--- src/rtl/alu_ex_mem_stage.sv ---
// EX/MEM boundary stage: registers the ALU result, derives flags at capture and
// forwards them downstream through a two-entry (main + skid) valid/ready buffer.
module alu_ex_mem_stage #(
  parameter int unsigned WIDTH  = 16,
  parameter int unsigned TAG_W  = 4,
  parameter logic [2:0]  ADD_OP = 3'b010
) (
  input  logic             clk,
  input  logic             rst_n,
  input  logic             flush,
  input  logic             in_valid,
  output logic             in_ready,
  input  logic [WIDTH-1:0] alu_result,
  input  logic             alu_cout,
  input  logic             a_msb,
  input  logic             b_msb,
  input  logic             bnegate,
  input  logic [2:0]       op,
  input  logic [TAG_W-1:0] dest,
  input  logic             reg_write,
  output logic             out_valid,
  input  logic             out_ready,
  output logic [WIDTH-1:0] out_result,
  output logic             out_zero,
  output logic             out_neg,
  output logic             out_carry,
  output logic             out_overflow,
  output logic [TAG_W-1:0] out_dest,
  output logic             out_reg_write,
  output logic [15:0]      stall_cnt
);

  typedef struct packed {
    logic [WIDTH-1:0] result;
    logic             zero;
    logic             neg;
    logic             carry;
    logic             overflow;
    logic [TAG_W-1:0] dest;
    logic             reg_write;
  } entry_t;

  typedef enum logic [1:0] {StEmpty, StOne, StTwo} state_e;

  state_e      state_q;
  entry_t      main_q;
  entry_t      skid_q;
  entry_t      in_entry;
  logic [15:0] stall_q;
  logic        accept;
  logic        emit;
  logic        is_add;
  logic        b_eff;
  logic        res_msb;

  assign is_add  = (op == ADD_OP);
  assign b_eff   = b_msb ^ bnegate;
  assign res_msb = alu_result[WIDTH-1];

  always_comb begin
    in_entry           = '0;
    in_entry.result    = alu_result;
    in_entry.zero      = ~|alu_result;
    in_entry.neg       = res_msb;
    in_entry.carry     = is_add & alu_cout;
    // Signed overflow: result sign differs from both effective operand signs.
    in_entry.overflow  = is_add & (a_msb ^ res_msb) & (b_eff ^ res_msb);
    in_entry.dest      = dest;
    in_entry.reg_write = reg_write;
  end

  // Ready and valid decode purely from registered state.
  assign in_ready  = (state_q != StTwo);
  assign out_valid = (state_q != StEmpty);
  assign accept    = in_valid & in_ready;
  assign emit      = out_valid & out_ready;

  always_ff @(posedge clk or negedge rst_n) begin
    if (!rst_n) begin
      state_q <= StEmpty;
      main_q  <= '0;
      skid_q  <= '0;
      stall_q <= '0;
    end else begin
      if (out_valid && !out_ready && (stall_q != 16'hFFFF)) begin
        stall_q <= stall_q + 16'd1;
      end
      if (flush) begin
        state_q <= StEmpty;
      end else begin
        case (state_q)
          StEmpty: begin
            if (accept) begin
              main_q  <= in_entry;
              state_q <= StOne;
            end
          end
          StOne: begin
            if (accept && emit) begin
              main_q <= in_entry;
            end else if (accept) begin
              skid_q  <= in_entry;
              state_q <= StTwo;
            end else if (emit) begin
              state_q <= StEmpty;
            end
          end
          StTwo: begin
            if (emit) begin
              main_q  <= skid_q;
              state_q <= StOne;
            end
          end
          default: state_q <= StEmpty;
        endcase
      end
    end
  end

  assign out_result    = main_q.result;
  assign out_zero      = main_q.zero;
  assign out_neg       = main_q.neg;
  assign out_carry     = main_q.carry;
  assign out_overflow  = main_q.overflow;
  assign out_dest      = main_q.dest;
  assign out_reg_write = main_q.reg_write;
  assign stall_cnt     = stall_q;

endmodule
--- config.mk ---
export PLATFORM = sky130hd
export DESIGN_NAME = alu_ex_mem_stage
export DESIGN_NICKNAME = d
export VERILOG_FILES = /design/src/rtl/alu_ex_mem_stage.sv
export SDC_FILE = /design/constraint.sdc
export NUM_CORES = 1
export LEC_CHECK = 0
export ABC_CLOCK_PERIOD_IN_PS = 4700
export CAP_MARGIN = 20
export CORE_UTILIZATION = 45
export DETAILED_ROUTE_END_ITERATION = 7
export PLACE_DENSITY = 0.8
export RECOVER_POWER = 50
export SYNTH_ARGS = -nofsm -noshare
export SYNTH_HDL_FRONTEND = slang
export SYNTH_SLANG_ARGS = --single-unit
--- constraint.sdc ---
create_clock -name clk -period 4.7 [get_ports clk]
set_input_delay 0.705 -clock clk [delete_from_list [all_inputs] [get_ports clk]]
set_output_delay 0.705 -clock clk [all_outputs]
set_load 0.03 [all_outputs]
==> metrics.txt <==
run status finished with violations; failing checks design-rule violations; total power between 1.5 and 2 mW; GRT overflow 0; CP arrival 2090 ps; # Max-Cap Violations 0; post-synthesis cell type with the largest combined area dfrtp_1; H-tree Lvls 3; maximum root-to-sink buffer count 2; global routing usage on met2 roughly a third; total inserted antenna cells 0; relative contribution of sequential cells to total power a little over two fifths; hold violation total from the final report 0; Post-CTS Hold Fix Bufs 0; required arrival time at the worst endpoint between 3000 and 4000 ps; actual slew at the worst max-slew pin about 830 ps; combinational fraction of design power around a quarter; detailed-route via count 2249; Hold Path Class register to register; Boundary Pins between 70 and 80; Yosys Warn Count 0; area after detailed placement 3850 µm²; total of endpoints with negative setup slack in the final report 0; dominant synthesized flop cell dfrtp_1; internal power of the cells between 1 and 1.5 mW; fmax 358 MHz; detailed router's first-iteration violation count 143; total negative setup slack 0 ps; post-synthesis average cell area roughly 11 µm²; aggregate routed wire length around 6.3 mm; largest stage delay on the critical path around 600 ps; clk_lat worst skew approximately 340 ps; leakage power figure ~1.7 nW; switching part of the total between 30 and 40%; worst-path fanout max 28; wire length of the first global-routing pass between 10 and 15 mm; final worst clock skew approximately 9.8 ps; global routing met3 resource utilization under 10%; FF+latch count, synth 66; layout cells sized above 1 14.4%; Most Crowded Layer GR met2; power density cells about 440 nW/µm²; die area a little over 7000 µm²; top-area cell type share of the netlist area a little over half; 1st-pass router iterations 6; Final ANT Viol Nets 0; startpoint type of the worst setup path register; sinks on the clock net 66; synth unique cells 39; type of element capturing the critical path output port; die height around 84 µm; Synth Instances about 270; count of instances resized after the clock tree is built 0; root buffer cell clkbuf_8; CP Launch Point state_q[1]$_DFFE_PN0P_; area growth from synthesis to layout 35.5%; final routed DRC violation total 8; part of the power in the clock network between 30% and 40%; relative slew slack around 45%; crit-path cells nor2b_4 > buf_4 > inv_1 > clkdlybuf4s50_1; overall routing resource usage 19.6%; count of input and output buffers 75; half-perimeter wire length after detailed placement 4.39 mm; top cells by instance count after synthesis dfrtp_1 (66), nand2_1 (35), o21ai_0 (27); number of rows in the core area 29; CTS clk-pin slew, worst paths roughly 80 ps; Setup Buffers After CTS 0; maximum number of pins on one net before global-route repair between 60 and 70; netlist area before placement a little over 3000 µm²; most frequent cell after synthesis dfrtp_1; path type of the worst setup path register to output port; pins over their slew limit 0; R2R Setup Slk around 2500 ps; post-route standard cell area excluding fillers 4100 µm²; slowest CP cell clkdlybuf4s50_1; CTS tree built; setup repair after global routing missed its margin no; switching power roughly 0.54 mW; met1 usage in global routing approximately 24%; share of the yosys chip area belonging to registers approximately 55%; final weighted congestion of routability-driven global placement 0.786; initial core utilization 47.1%; Core Area approximately 6400 µm²; average wire length per cell after detail routing roughly 15 µm; worst vdd rail ir drop around 280 µV; startpoint of the most critical register-to-register path stall_cnt[0]$_DFFE_PN0P_; number of antenna violations at the first check in global routing 0; synthesized net count 300; final net count approximately 380; worst hold start out_result[3]$_DFFE_PN0P_; TritonCTS buffer count 9; vias in the first global route 2233; leading post-synthesis cells by cell area dfrtp_1 (55%), mux2_2 (8.6%), mux2i_1 (7.6%); Die Width 84.0 µm; number of enable flip-flop cells after synthesis 0; crit share post-route roughly three fifths; detail-routed via count per cell 5.29; fraction of registers with async set or reset after synthesis 100%; min Tclk post-route 2790 ps
-- stage by stage --
step	hold slack [ps]	setup slack, ps	utilization [%]	cells
2_1_floorplan	409	2550	-	266
3_3_place_gp	461	1720	59.7	408
3_5_place_dp	475	1960	60.0	409
4_1_cts	491	1880	63.9	425
5_1_grt	517	1770	63.8	425
6_report	480	1910	63.8	425
-- power by group through the flow --
stage / clock network (mW) / registers, mW / logic [mW]
6_report: 0.591 / 0.763 / 0.434
5_1_grt: 0.632 / 0.779 / 0.466
4_1_cts: 0.600 / 0.764 / 0.444
3_5_place_dp: 0 / 0.772 / 0.442
3_3_place_gp: 0 / 0.770 / 0.430
2_1_floorplan: 0 / 0.863 / 0.149
-- cells by family after synthesis --
logic type	synth area share [%]
buffers and inverters	2.61
muxes	16.7
and+or+nand+nor	15.0
adders and majority gates	0.414
DFF	54.6
xor gates and xnor gates	4.05
AOI/OAI and AO/OA	6.66
-- per-layer routing --
layer  part of all wire (%)  up-vias
met5                      0        -
met4                    2.0        0
met3                    3.2       11
met2                     51       52
met1                     44     1083
li1                       -     1103
-- layout by cell type, fill, tap and decap left out, types with 2 or more instances in the layout --
| master | Yosys | layout |
|---|---|---|
| clkbuf_8 | 0 | 10 |
| nand4_1 | 5 | 5 |
| nand3_1 | 9 | 9 |
| and3_1 | 2 | 2 |
| clkdlybuf4s50_1 | 0 | 64 |
| xnor2_1 | 9 | 9 |
| dlygate4sd3_1 | 0 | 10 |
| nand4_2 | 2 | 2 |
| clkinvlp_4 | 0 | 2 |
| nor3_1 | 3 | 3 |
| o21ai_0 | 27 | 27 |
| mux2i_1 | 23 | 23 |
| inv_1 | 3 | 3 |
| xor2_1 | 5 | 5 |
| nor2_1 | 6 | 6 |
| mux2_2 | 23 | 23 |
| nand2_1 | 35 | 35 |
| nor3b_1 | 2 | 2 |
| bufinv_16 | 0 | 3 |
| nor2b_1 | 5 | 4 |
| nor4_1 | 8 | 8 |
| a21oi_1 | 2 | 2 |
| buf_4 | 1 | 4 |
| dfrtp_1 | 66 | 66 |
-- sequential cells by signal, summed over array words and instances (netlist names) --
register	count
stall_cnt	16
out_dest	4
skid_q	24
state_q	2
out_result	16
out_overflow	1
out_zero	1
out_carry	1
out_reg_write	1
-- critical path: cells and delay by family (launching register included) --
kind                   cells  cell delay, ps
AND/OR/NAND/NOR            1             180
buffers and inverters      3            1100
flip-flops                 1             460
-- area by class of cell --
cell class	count	area, µm²
inverter	3	11.3
tap	77	96.3
timing repair buffer	80	791
multi-input combinational	183	1290
clock inverter	6	114
fill	512	2330
sequential	66	1650
clock buffer	10	138
-- path summary, 6_finish.rpt --
check,depth (start not counted),endpoint
worst max-delay path,4,in_ready
worst min-delay path,2,out_result[3]$_DFFE_PN0P_
worst max register to register,5,stall_cnt[1]$_DFFE_PN0P_
worst min register to register,2,out_result[3]$_DFFE_PN0P_
max in group asynchronous,2,stall_cnt[8]$_DFFE_PN0P_
min in group asynchronous,2,state_q[1]$_DFFE_PN0P_
(Power assumes the default switching activity.)
